==> config.mk <==
export PLATFORM = sky130hd
export DESIGN_NAME = regfile_scoreboard
export DESIGN_NICKNAME = d
export VERILOG_FILES = /design/src/rtl/regfile_scoreboard.sv
export SDC_FILE = /design/constraint.sdc
export NUM_CORES = 2
export LEC_CHECK = 0
export ABC_AREA = 1
export CELL_PAD_IN_SITES_DETAIL_PLACEMENT = 0
export CELL_PAD_IN_SITES_GLOBAL_PLACEMENT = 1
export CORE_MARGIN = 1.5
export CORE_UTILIZATION = 43
export DETAILED_ROUTE_END_ITERATION = 10
export PLACE_DENSITY_LB_ADDON = 0.1
export SLEW_MARGIN = 20
export SYNTH_ARGS = -nofsm -noshare
export SYNTH_HDL_FRONTEND = slang
export SYNTH_SLANG_ARGS = --single-unit
==> constraint.sdc <==
create_clock -name clock -period 3.66 [get_ports clock]
set_input_delay 0.915 -clock clock [delete_from_list [all_inputs] [get_ports clock]]
set_output_delay 0.915 -clock clock [all_outputs]
set_load 0.05 [all_outputs]
==> src/rtl/regfile_scoreboard.sv <==
// Multi-ported register file with r0 tied to zero, write-to-read bypass,
// per-register busy (scoreboard) bits and a sequential bulk-clear engine.
module regfile_scoreboard #(
  parameter int DATA_WIDTH = 32,
  parameter int ADDR_WIDTH = 5
) (
  input  logic                  clock,
  input  logic                  rst,
  input  logic [ADDR_WIDTH-1:0] raddr_a,
  input  logic [ADDR_WIDTH-1:0] raddr_b,
  output logic [DATA_WIDTH-1:0] rdata_a,
  output logic [DATA_WIDTH-1:0] rdata_b,
  output logic                  rbusy_a,
  output logic                  rbusy_b,
  input  logic                  we,
  input  logic [ADDR_WIDTH-1:0] waddr,
  input  logic [DATA_WIDTH-1:0] wdata,
  output logic                  wr_ready,
  input  logic                  rsv_en,
  input  logic [ADDR_WIDTH-1:0] rsv_addr,
  input  logic                  clr_req,
  output logic                  clr_busy,
  output logic                  clr_done
);

  localparam int DEPTH = 2 ** ADDR_WIDTH;

  typedef enum logic {IDLE, CLEAR} state_t;

  logic [DATA_WIDTH-1:0] regs [DEPTH];
  logic [DEPTH-1:0]      busy;
  state_t                state, state_next;
  logic [ADDR_WIDTH-1:0] cnt, cnt_next;
  logic                  done_next;
  logic                  wr_acc, rsv_acc;

  assign wr_ready = (state == IDLE);
  assign clr_busy = (state == CLEAR);
  assign wr_acc   = we     & wr_ready & ~rst & (waddr    != '0);
  assign rsv_acc  = rsv_en & wr_ready & ~rst & (rsv_addr != '0);

  always_comb begin
    state_next = state;
    cnt_next   = cnt;
    done_next  = 1'b0;
    case (state)
      IDLE: begin
        if (clr_req) begin
          state_next = CLEAR;
          cnt_next   = ADDR_WIDTH'(1);
        end
      end
      CLEAR: begin
        if (cnt == '1) begin
          state_next = IDLE;
          done_next  = 1'b1;
        end else begin
          cnt_next = cnt + ADDR_WIDTH'(1);
        end
      end
      default: state_next = IDLE;
    endcase
  end

  // Reserve is applied after the write so it wins on a same-address collision.
  always_ff @(posedge clock) begin
    if (rst) begin
      for (int unsigned i = 0; i < DEPTH; i++) regs[i] <= '0;
      busy     <= '0;
      state    <= IDLE;
      cnt      <= '0;
      clr_done <= 1'b0;
    end else begin
      state    <= state_next;
      cnt      <= cnt_next;
      clr_done <= done_next;
      if (state == CLEAR) begin
        regs[cnt] <= '0;
        busy[cnt] <= 1'b0;
      end
      if (wr_acc) begin
        regs[waddr] <= wdata;
        busy[waddr] <= 1'b0;
      end
      if (rsv_acc) busy[rsv_addr] <= 1'b1;
    end
  end

  always_comb begin
    rdata_a = '0;
    rbusy_a = 1'b0;
    if (raddr_a != '0) begin
      if (wr_acc && (waddr == raddr_a)) begin
        rdata_a = wdata;
      end else begin
        rdata_a = regs[raddr_a];
        rbusy_a = busy[raddr_a];
      end
    end
  end

  always_comb begin
    rdata_b = '0;
    rbusy_b = 1'b0;
    if (raddr_b != '0) begin
      if (wr_acc && (waddr == raddr_b)) begin
        rdata_b = wdata;
      end else begin
        rdata_b = regs[raddr_b];
        rbusy_b = busy[raddr_b];
      end
    end
  end

endmodule
* Word-level counts from Yosys, hierarchy flattened
Memories as Yosys holds them, arrays and structs flattened. Cells that the tools add are included. W data, S select, Z words.
Storage, ports and cells: logic and storage cells 89, bits in latches 0, output and inout bits 69, memories 1, bits in registers 39, RAM bits 1024, ROM bits 0, input bits 57
Operators by class: shift operators 0, add/sub/neg operators 1, mux-type cells 44, magnitude comparators 8, equality and inequality tests 5, multiply operators 0, reduce and logical (&&, ||, !) cells 13, divide/modulo/power cells 0, bitwise gates (word level) 13
Memory list:
- regs | depth 32, bits a word 32, rd ports 2, clocked after Yosys merged registers in 0, write ports 32, RTL line 30 | logic [DATA_WIDTH-1:0] regs [DEPTH];
Operators with widths (number):
- $mux W32 | 11
- $and A32 B32 Y32 | 2
- $not A32 Y32 | 2
- $reduce_or A32 Y1 | 2
- $or A32 B32 Y32 | 1
- $lt A5 B6 Y1 const B | 5
- $mux W1 | 22
- $mux W5 | 4
- $reduce_bool A5 Y1 | 4
- $demux W1 S5 | 3
- $ge A5 B1 Y1 const B | 3
- $bmux W1 S5 | 2
- $eq A5 B5 Y1 | 2
- $pmux W5 S2 | 1
- $and A1 B1 Y1 | 6
- $add A5 B1 Y5 const B | 1
- $eq A5 B5 Y1 const B | 1
- $logic_and A1 B1 Y1 | 5
- $ne A2 B1 Y1 const B | 1
- $ne A2 B2 Y1 const B | 1
- $not A1 Y1 | 2
- $pmux W1 S2 | 1
- $reduce_and A2 Y1 | 1
- $reduce_or A2 Y1 | 1

* Longest topological paths before layout
depth after elaboration 13, gate-level depth with buffers 13

* Least setup slack after synthesis
OpenSTA, ideal clock, no wires.
kind input to output, from in waddr[2], to out rdata_a[0], slack -0.349 ns, required time 2.745 ns, path buffers 2, data arrival time 3.094 ns, stages on the path 8, cell sequence clkbuf_1 inv_1 nand2_1 nand4_1 nor3_1 nand2_1 clkbuf_1 a21oi_1
On the way: longest elaborated chain between the ends 5, elaborated cells on any way between the ends 6, those cells by class 1 x eq/ne; 2 x mux; 1 x bitwise; 2 x reduce/logical
RTL lines:
- from (decl) | RTL line 16 | input logic [ADDR_WIDTH-1:0] waddr,
- $reduce_bool A5 Y1 | RTL line 39 | assign wr_acc = we & wr_ready & ~rst & (waddr != '0);
- $and A1 B1 Y1 | RTL line 39
- $logic_and A1 B1 Y1 (*) | RTL line 93 | if (wr_acc && (waddr == raddr_a)) begin
- $mux W32 (*) | RTL line 93
- $mux W32 (*) | RTL line 92 | if (raddr_a != '0) begin
- to (decl) | RTL line 11 | output logic [DATA_WIDTH-1:0] rdata_a,
Every way passes the cells marked *; elsewhere a longest branch is shown, timed or not.

* Worst setup path after layout
from in raddr_a[0], to out rdata_a[7]
On the way: longest elaborated chain between the ends 4, elaborated cells on any way between the ends 6, those cells by class 1 x eq/ne; 2 x mux; 2 x reduce/logical; 1 x memory
RTL lines:
- from (decl) | RTL line 9 | input logic [ADDR_WIDTH-1:0] raddr_a,
- parallel branches: the longest is 3 deep, another holds $mem_v2 Z32 W32
- $mux W32 (*) | RTL line 92
Mark *: on every way between the ends.

==> out/metrics.yaml <==
rsz0062_at_grt: "yes"
cts_tree: "done"
dr.pass1.iters: 8
dieArea_um2: 141000
final-setup-viol-count: 9
fp.dieW_um: 375
timing.slew.headroom: 0.402
r2r_cells: 13
status: "finished, violations left"
portBuffers: 125
post-route-min-period_ps: 3700
wl_per_cell_um: 27.6
fillers: 12382
htree_num_levels: 3
setup_slack_ps: -37.0
cp_slowest_stage_delay_ps: 220
grt_pass1_vias: 55960
crit_family: "buffers and inverters"
power_density_nw_per_um2: 427
ys_ff_latch: 1063
cp.arrival_ps: 2780
area_growth_pct: 28.5
fmax_mhz: 270
dp_slack_ps: -328
cts-root-buf: "clkbuf_16"
drt-total-wl_mm: 275
vias: 60199
finalCritPeriodShare: 1.01
critPathCaptureType: "output port"
dr.first_iter.drc_count: 8599
row_count: 136
synthesis.area_um2: 59600
yosys-top-cells-area: "edfxtp_1, nand2_1, nand3_1, nor2_1, clkbuf_1"
crit_chain: "buf_12 > inv_16 > buf_12 > buf_12 > nand2_1 > nand3_1 > nand3_1 > nand2_2 > nand2_1 > nand3_1 > nand2_2 > a21oi_4 > buf_12"
power.leakage_nw: 30.4
initial_core_util: 0.433
reg2reg_from: "clr_busy$_SDFF_PP0_"
skew_ps: 27.3
reg2reg_to: "regs[21][16]$_SDFFCE_PN0P_"
drc_errors: 0
report.final.slew_viol_count: 0
clock_latency_ps: 760
timing.hold.ws_ps: 500
clkTransAtPathRegs_ps: 70
worst_pin_slew_ps: 890
final-hold-violation-count: 0
synth_edf_count: 1024
hold_buffers: 0
cts.path.max_buffers: 3
ys_async_sr_fraction: 0
synth_top_area_frac: 0.516
path_class: "input port to output port"
ys_seq_area_frac: 0.529
io_pins: 126
grt-ovfl-total: 0
layout-drive-gt1-share: 0.158
cts_buffers: 121
setup.worst_path.end: "rdata_a[7]"
core_um2: 137000
maxCapViolations: 0
cpMostUsedCell: "buf_12"
ir_drop_v: 0.000425
worstPathMaxFanout: 24
cp.required_ps: 2740
setup_tns_ps: -156
layout.nets: 8143
r2r_slack_ps: 700
hp-class: "register to register"
cp.depth: 13
cts.sinks: 1063
ant_nets: 0
synth.avg_cell_area_um2: 7.65
grt_antenna_before_repair: 3
grt_max_degree: 54
startpoint: "raddr_a[0]"
slowest_stage: "buf_12"
hpwlAfterDp_mm: 174
yosys_warnings: 0
crit_buf_inv: 5
syn_inst: 7787
failed_checks: "negative setup slack"
grtUsageTotal: 0.378
die_height_um: 375
grt_pass1_wl_mm: 388
globalplace.congestion: 0.936
start_kind: "input port"
viasPerCell: 6.03
yosysUniqueCellTypes: 31
synth.largest_area_cell: "edfxtp_1"
synth_top_flop_cell: "edfxtp_1"
cell usage in the layout, fill, tap and decap left out, types with 11 or more instances in the layout:
master	instances
clkbuf_16	142
edfxtp_1	1024
nand3_2	49
inv_1	104
buf_16	35
conb_1	32
buf_6	39
nor3_1	22
dfxtp_1	38
nor2_2	11
o211ai_1	37
o21ai_0	26
clkinv_1	25
nand3_1	1692
nor2_1	1021
buf_4	332
nand2_2	180
buf_12	331
clkinv_2	24
a21oi_1	62
a21oi_2	26
a21oi_4	37
clkbuf_1	24
nand2_1	2699
bufinv_16	17
clkdlybuf4s50_1	42
power breakdown:
part	switching, mW	internal [mW]	total, mW
Clock	5.29	7.29	12.6
Combinational	3.92	2.19	6.12
Sequential	0.237	13.8	14.0
registers in the layout, summed over array words and instances, names as in the netlist:
| name | cells |
|---|---|
| regs | 1024 |
| clr_done | 1 |
| cnt | 5 |
| busy | 32 |
| clr_busy | 1 |
kinds of logic (layout without fill, tap and decap cells):
kind of cell | after synthesis | after routing | synth area share
and+or+nand+nor | 5703 | 5703 | 0.398
other | 1 | 33 | 0.0000630
AOI/OAI and AO/OA | 213 | 213 | 0.0203
DFF | 1063 | 1063 | 0.529
buffers and inverters | 800 | 1167 | 0.0509
adders and majority gates | 5 | 5 | 0.00105
xor gates and xnor gates | 2 | 2 | 0.000294
routing by layer:
metal | vias to the layer above | wire, µm | share of wire | track usage
met5 | - | 24 | 0.000087 | 0
met3 | 831 | 32900 | 0.12 | 0.0714
met1 | 28748 | 103000 | 0.37 | 0.498
met4 | 4 | 19500 | 0.071 | 0.227
met2 | 4132 | 120000 | 0.44 | 0.579
li1 | 26484 | - | - | -
through the flow:
stage,area [µm²],cells,utilization,total power [mW]
after CTS,74800,9918,0.544,32.4
after floorplan,60000,7818,-,16.8
after detailed placement,69600,9658,0.506,19.8
final,76600,9980,0.557,32.7
after global routing,76600,9980,0.557,33.5
after global placement,69600,9658,0.506,19.7
area by class of cell:
cell class / instances / area (µm²) / area share
Sequential cell: 1063 / 31500 / 0.412
Clock inverter: 81 / 875 / 0.0114
Timing Repair Buffer: 820 / 11800 / 0.154
Clock buffer: 146 / 3140 / 0.0411
Multi-Input combinational cell: 5955 / 26500 / 0.346
Inverter: 120 / 541 / 0.00706
Antenna cell: 1 / 2.50 / 0.0000327
Tap cell: 1794 / 2240 / 0.0293
Yosys cell counts (9+ instances only):
library cell	number
buf_2	25
inv_2	9
buf_1	65
edfxtp_1	1024
nand2_1	2887
nor3_1	24
o211ai_1	37
nand3_1	1743
nor2_1	1023
nand4_1	9
nor2_2	10
a21oi_1	125
clkbuf_1	590
o221ai_1	9
o21ai_0	27
inv_1	107
dfxtp_1	39
how the worst min path moves through the flow:
stage | from | to | depth (start not counted)
floorplan | busy[0]$_SDFF_PP0_ | busy[0]$_SDFF_PP0_ | 2
global placement | busy[29]$_SDFF_PP0_ | busy[29]$_SDFF_PP0_ | 2
detailed placement | busy[12]$_SDFF_PP0_ | busy[12]$_SDFF_PP0_ | 2
CTS | busy[12]$_SDFF_PP0_ | busy[12]$_SDFF_PP0_ | 2
global route | busy[29]$_SDFF_PP0_ | busy[29]$_SDFF_PP0_ | 2
finish | busy[12]$_SDFF_PP0_ | busy[12]$_SDFF_PP0_ | 2
what timing repair did:
item / 4_1_cts / 5_1_grt
pin swaps: 14 / 79
cloned: 16 / 20
setup buffers: 17 / 47
gates resized for setup: 146 / 243
setup endpoints to repair: 66 / 66
worst register-to-register path: cells and delay by family (launching register included):
| family | cells | cell delay, ps |
|---|---|---|
| flip-flops | 1 | 370 |
| buffers and inverters | 6 | 1400 |
| AND/OR/NAND/NOR | 6 | 610 |
| AO/OA/AOI/OAI | 1 | 310 |
Power figures use the tool's default switching activity.
